### src/rtl/read_stage_rr_arbiter_n.sv
// ---------------------------------------------------------------------------------------------
// read_stage_rr_arbiter_n
//
// N-way round-robin arbiter in front of one VRF read port. Each cycle it grants at most one of
// the NUM_IN requesters, starting the search just after the last granted channel. The granted
// request goes into a registered output entry ("main"). A second entry ("skid") absorbs one more
// accept when the output is stalled. Because of this, io_in_ready depends only on local state and
// the request valids, and never on io_out_ready.
//
// Ports
//   clock                        rising-edge clock for all state
//   reset                        asynchronous, active-low reset
//   io_in_valid[NUM_IN]          per-channel request valid
//   io_in_ready[NUM_IN]          per-channel accept, one-hot or zero
//   io_in_bits_*                 per-channel request fields; channel i sits at [i*W +: W]
//   io_out_ready                 downstream accept
//   io_out_valid                 output entry valid
//   io_out_bits_*                granted request fields, held stable while stalled
//   io_out_bits_grantIdx         channel that produced the output entry
// ---------------------------------------------------------------------------------------------
module read_stage_rr_arbiter_n #(
  parameter int unsigned NUM_IN   = 2,
  parameter int unsigned VS_W     = 5,
  parameter int unsigned OFFSET_W = 9,
  parameter int unsigned GROUP_W  = 4,
  parameter int unsigned SRC_W    = 4,
  parameter int unsigned INST_W   = 3,
  parameter int unsigned IDX_W    = $clog2(NUM_IN)
) (
  input  logic                       clock,
  input  logic                       reset,
  input  logic [NUM_IN-1:0]          io_in_valid,
  output logic [NUM_IN-1:0]          io_in_ready,
  input  logic [NUM_IN*VS_W-1:0]     io_in_bits_vs,
  input  logic [NUM_IN*OFFSET_W-1:0] io_in_bits_offset,
  input  logic [NUM_IN*GROUP_W-1:0]  io_in_bits_groupIndex,
  input  logic [NUM_IN*SRC_W-1:0]    io_in_bits_readSource,
  input  logic [NUM_IN*INST_W-1:0]   io_in_bits_instructionIndex,
  input  logic                       io_out_ready,
  output logic                       io_out_valid,
  output logic [VS_W-1:0]            io_out_bits_vs,
  output logic [OFFSET_W-1:0]        io_out_bits_offset,
  output logic [GROUP_W-1:0]         io_out_bits_groupIndex,
  output logic [SRC_W-1:0]           io_out_bits_readSource,
  output logic [INST_W-1:0]          io_out_bits_instructionIndex,
  output logic [IDX_W-1:0]           io_out_bits_grantIdx
);

  typedef struct packed {
    logic [VS_W-1:0]     vs;
    logic [OFFSET_W-1:0] offset;
    logic [GROUP_W-1:0]  group_index;
    logic [SRC_W-1:0]    read_source;
    logic [INST_W-1:0]   instruction_index;
    logic [IDX_W-1:0]    grant_idx;
  } payload_t;

  // Control state
  logic [IDX_W-1:0] ptr_q, ptr_d;
  logic             main_valid_q, main_valid_d;
  logic             skid_valid_q, skid_valid_d;

  // Payload state, never reset
  payload_t         main_q, main_d;
  payload_t         skid_q, skid_d;

  // Arbitration results
  logic [IDX_W-1:0] sel;
  logic             any_valid;
  logic             can_accept;
  logic             fire_in;
  logic             fire_out;
  payload_t         in_pay;

  // -------------------------------------------------------------------------------------------
  // Round-robin search: ptr+1, ptr+2, ... wrapping at NUM_IN. The first valid channel wins.
  // The candidate index has one extra bit so that ptr+k cannot overflow before the wrap.
  // -------------------------------------------------------------------------------------------
  always_comb begin
    logic [IDX_W:0] cand;
    cand      = '0;
    sel       = ptr_q;
    any_valid = 1'b0;
    for (int k = 1; k <= int'(NUM_IN); k++) begin
      cand = {1'b0, ptr_q} + (IDX_W+1)'(k);
      if (cand >= (IDX_W+1)'(NUM_IN)) begin
        cand = cand - (IDX_W+1)'(NUM_IN);
      end
      if (!any_valid && io_in_valid[cand[IDX_W-1:0]]) begin
        sel       = cand[IDX_W-1:0];
        any_valid = 1'b1;
      end
    end
  end

  // While reset is held, nothing may be accepted, because the accept would be lost on release.
  assign can_accept = reset & ~skid_valid_q;

  always_comb begin
    io_in_ready = '0;
    if (can_accept && any_valid) begin
      io_in_ready[sel] = 1'b1;
    end
  end

  assign fire_in  = |io_in_ready;
  assign fire_out = main_valid_q & io_out_ready;

  // Field mux for the winning channel
  always_comb begin
    in_pay.vs                = io_in_bits_vs[sel*VS_W +: VS_W];
    in_pay.offset            = io_in_bits_offset[sel*OFFSET_W +: OFFSET_W];
    in_pay.group_index       = io_in_bits_groupIndex[sel*GROUP_W +: GROUP_W];
    in_pay.read_source       = io_in_bits_readSource[sel*SRC_W +: SRC_W];
    in_pay.instruction_index = io_in_bits_instructionIndex[sel*INST_W +: INST_W];
    in_pay.grant_idx         = sel;
  end

  // -------------------------------------------------------------------------------------------
  // Storage next-state.
  // When main frees up (empty, or drained this cycle), main refills from the skid entry first,
  // so the older entry always leaves first. A new accept can only go straight into main when
  // the skid entry is empty, and can_accept already enforces that.
  // -------------------------------------------------------------------------------------------
  always_comb begin
    ptr_d        = fire_in ? sel : ptr_q;
    main_valid_d = main_valid_q;
    skid_valid_d = skid_valid_q;
    main_d       = main_q;
    skid_d       = skid_q;

    if (!main_valid_q || fire_out) begin
      main_valid_d = skid_valid_q | fire_in;
      if (skid_valid_q) begin
        main_d = skid_q;
      end else if (fire_in) begin
        main_d = in_pay;
      end
      skid_valid_d = 1'b0;
    end else if (fire_in) begin
      skid_valid_d = 1'b1;
      skid_d       = in_pay;
    end
  end

  always_ff @(posedge clock or negedge reset) begin
    if (!reset) begin
      ptr_q        <= IDX_W'(NUM_IN - 1);
      main_valid_q <= 1'b0;
      skid_valid_q <= 1'b0;
    end else begin
      ptr_q        <= ptr_d;
      main_valid_q <= main_valid_d;
      skid_valid_q <= skid_valid_d;
    end
  end

  always_ff @(posedge clock) begin
    main_q <= main_d;
    skid_q <= skid_d;
  end

  // Outputs
  assign io_out_valid                 = main_valid_q;
  assign io_out_bits_vs               = main_q.vs;
  assign io_out_bits_offset           = main_q.offset;
  assign io_out_bits_groupIndex       = main_q.group_index;
  assign io_out_bits_readSource       = main_q.read_source;
  assign io_out_bits_instructionIndex = main_q.instruction_index;
  assign io_out_bits_grantIdx         = main_q.grant_idx;

`ifndef SYNTHESIS
  ready_onehot_a : assert property (@(posedge clock) disable iff (!reset)
    $onehot0(io_in_ready));

  ready_needs_valid_a : assert property (@(posedge clock) disable iff (!reset)
    (io_in_ready & ~io_in_valid) == '0);

  out_stable_a : assert property (@(posedge clock) disable iff (!reset)
    (io_out_valid && !io_out_ready) |=> (io_out_valid && $stable(main_q)));
`endif

endmodule

### config.mk
export PLATFORM = sky130hd
export DESIGN_NAME = read_stage_rr_arbiter_n
export DESIGN_NICKNAME = d
export VERILOG_FILES = /design/src/rtl/read_stage_rr_arbiter_n.sv
export SDC_FILE = /design/constraint.sdc
export NUM_CORES = 1
export LEC_CHECK = 0
export ABC_AREA = 1
export CORE_ASPECT_RATIO = 0.5
export CORE_UTILIZATION = 45
export DETAILED_ROUTE_END_ITERATION = 6
export PLACE_DENSITY = 0.79
export RECOVER_POWER = 50
export SYNTH_ARGS = -nofsm -noshare
export SYNTH_HDL_FRONTEND = slang
export SYNTH_SLANG_ARGS = --single-unit
### constraint.sdc
create_clock -name clock -period 2.7 [get_ports clock]
set_clock_uncertainty 0.1 [all_clocks]
set_input_delay 0.675 -clock clock [delete_from_list [all_inputs] [get_ports clock]]
set_output_delay 0.675 -clock clock [all_outputs]
set_load 0.005 [all_outputs]
==> impl_metrics.env <==
export IMPL_violations="design-rule violations"
export IMPL_netlist_area_um2=2730
export IMPL_post_drt_via_cell_ratio=5.12
export IMPL_yosysUniqueCellTypes=21
export IMPL_ios=84
export IMPL_htreeDepth=2
export IMPL_synth_edf_count=52
export IMPL_core_um2=5660
export IMPL_status="finished, violations left"
export IMPL_grt_use_met3_pct=4.57
export IMPL_synth_area_top_cells="edfxtp_1 (57%), nand3_1 (9.4%), nand2_1 (7.6%), nand3b_1 (6.9%), and2_1 (5.7%)"
export IMPL_rsz0062_at_grt="no"
export IMPL_vias=2213
export IMPL_cts_root_buf="clkbuf_16"
export IMPL_syn_num_nets=324
export IMPL_cp_max_fo=4
export IMPL_grt_usage_pct=20.8
export IMPL_crit_type="input port to primary output"
export IMPL_mostFrequentLayoutCells="nand2_1 (56), clkdlybuf4s50_1 (52), edfxtp_1 (52), nand3_1 (50), inv_1 (29)"
export IMPL_nets=413
export IMPL_cts_sinks=55
export IMPL_whs_ns=0.423
export IMPL_top_usage_layer="met2"
export IMPL_fill_cells=458
export IMPL_antenna_found_initial=0
export IMPL_start_kind="input port"
export IMPL_grt_overflow_total=0
export IMPL_cts_tree="yes"
export IMPL_setup_tns_final_ns=0
export IMPL_rows=19
export IMPL_drc=5
export IMPL_placed_cell_area_um2=3690
export IMPL_max_slew_margin_pct=62.9
export IMPL_drt_iter0_drc=148
export IMPL_hold_path_class="register to register"
export IMPL_fin_area_um2=3800
export IMPL_arrival_ns=1.81
export IMPL_finalHoldViolCount=0
export IMPL_cts_setup_buffers=0
export IMPL_setup_viol=0
export IMPL_async_flop_share_pct=5.45
export IMPL_wl_per_cell_um=14.6
export IMPL_dieArea_um2=6400
export IMPL_ys_flop_type="edfxtp_1"
export IMPL_globalplace_congestion=0.777
export IMPL_yosysTopAreaCellShare_pct=57.2
export IMPL_fin_crit_sh_pct=95.9
export IMPL_die_y_um=57.1
export IMPL_drtAntennaViolNets=0
export IMPL_vdd_drop_max_mv=0.421
export IMPL_p_per_area_nw_per_um2=602
export IMPL_clk_pin_slew_ns=0.06
export IMPL_final_common_cell="nand2_1"
export IMPL_hpwl_um=4310
export IMPL_multi_input_area_um2=881
export IMPL_clockBufferDepth=2
export IMPL_p_leak_uw=0.00157
export IMPL_die_w_um=112
export IMPL_max_cap_viol_count=0
export IMPL_whs_path_depth=2
export IMPL_initial_core_util_pct=48.2
export IMPL_max_freq_mhz=386
export IMPL_tightest_slew_ns=0.556
export IMPL_grtUsageMet2_pct=38.8
export IMPL_clk_latency_ns=0.28
export IMPL_synthToLayoutAreaGrowth_pct=39.4
export IMPL_syn_inst=269
export IMPL_grt_max_degree=29
export IMPL_port_buffers=83
export IMPL_numCtsBuffers=5
export IMPL_yosysTopAreaCell="edfxtp_1"
export IMPL_diodes=0
export IMPL_grt_pass1_vias=2232
export IMPL_seq_area_frac_synth_pct=60.0
export IMPL_first_pass_iters=6
export IMPL_drive_gt1_share_pct=6.69
export IMPL_worst_ep_required_time_ns=1.92
export IMPL_crit_path_end_kind="primary output"
export IMPL_ctsHoldBuffers=0
export IMPL_met1_usage_pct=24.6
export IMPL_seq_area_um2=1640
export IMPL_yosysWarnings=0
export IMPL_cts_resized=6
export IMPL_drv_slew=0
export IMPL_reg2regPathDepth=4
export IMPL_layout_min_cycle_time_ns=2.59
export IMPL_grt_first_pass_wirelength_um=10300
export IMPL_ys_ff_latch=55
export IMPL_drt_total_wl_um=6300
export IMPL_postSynthAreaPerCell_um2=10.1
[sequential cells by signal (all words and copies together) (netlist names)]
signal	flops
io_out_bits_grantIdx	1
io_out_bits_groupIndex	4
io_out_bits_instructionIndex	3
io_out_bits_offset	9
io_out_bits_readSource	4
io_out_bits_vs	5
io_out_valid	1
ptr_q	1
skid_q	26
skid_valid_q	1
[cells by family (layout without fill, tap and decap cells)]
family / count (synthesis) / in the layout / synth area share [%]
flops: 55 / 55 / 60.0
compound gates: 3 / 3 / 0.550
simple gates: 166 / 166 / 31.7
buf+inv: 45 / 135 / 7.75
[Yosys cell counts (all sizes together), types with 2 or more instances]
| cell type | number |
|---|---|
| nand3b | 25 |
| dfrtp | 2 |
| and2 | 25 |
| nand3 | 51 |
| nand2 | 59 |
| o21ai | 2 |
| nor2 | 6 |
| edfxtp | 52 |
| inv | 31 |
| buf | 10 |
| clkbuf | 3 |
[report_power, final]
part,internal [uW],switching [uW]
logic,280,306
clock network,343,267
registers,1070,23.0
[path summary, 6_finish.rpt]
path	slack (ns)	to	from
setup / recovery	0.11	io_in_ready[0]	io_in_valid[0]
hold / removal	0.42	io_out_bits_readSource[1]	skid_q[5]
setup reg to reg	0.91	io_out_bits_vs[2]	skid_valid_q
hold reg to reg	0.42	io_out_bits_readSource[1]	skid_q[5]
max in group asynchronous	1.55	ptr_q	reset
min in group asynchronous	0.70	io_out_valid	reset
[critical path, cell delays in order]
cell             delay (ns)
clkdlybuf4s50_1        0.49
nand2_2                0.06
nand2_1                0.12
inv_1                  0.08
nor2_1                 0.12
dlygate4sd2_1          0.27
[metal layers]
metal  vias up  part of all wire (%)
li1       1084                     -
met1      1027                    38
met2        94                    53
met3         8                   8.2
met4         0                   1.3
met5         -                     0
[layout make-up]
cell class | instances | area share, %
Tap cell | 73 | 2.40
Timing Repair Buffer | 95 | 24.6
Sequential cell | 55 | 43.1
Clock inverter | 1 | 0.132
Multi-Input combinational cell | 169 | 23.2
Inverter | 32 | 3.16
Clock buffer | 7 | 3.49
[per-stage QoR]
stage	std cells	worst slack, ns	power (uW)	utilization [%]
after global placement	424	-0.0772	1700	65.2
after floorplan	269	0.130	1450	-
after detailed placement	424	-0.219	1730	65.2
after global routing	432	0.0471	2400	67.2
final	432	0.112	2290	67.2
after CTS	432	0.120	2330	67.7
Power figures use the tool's default switching activity.
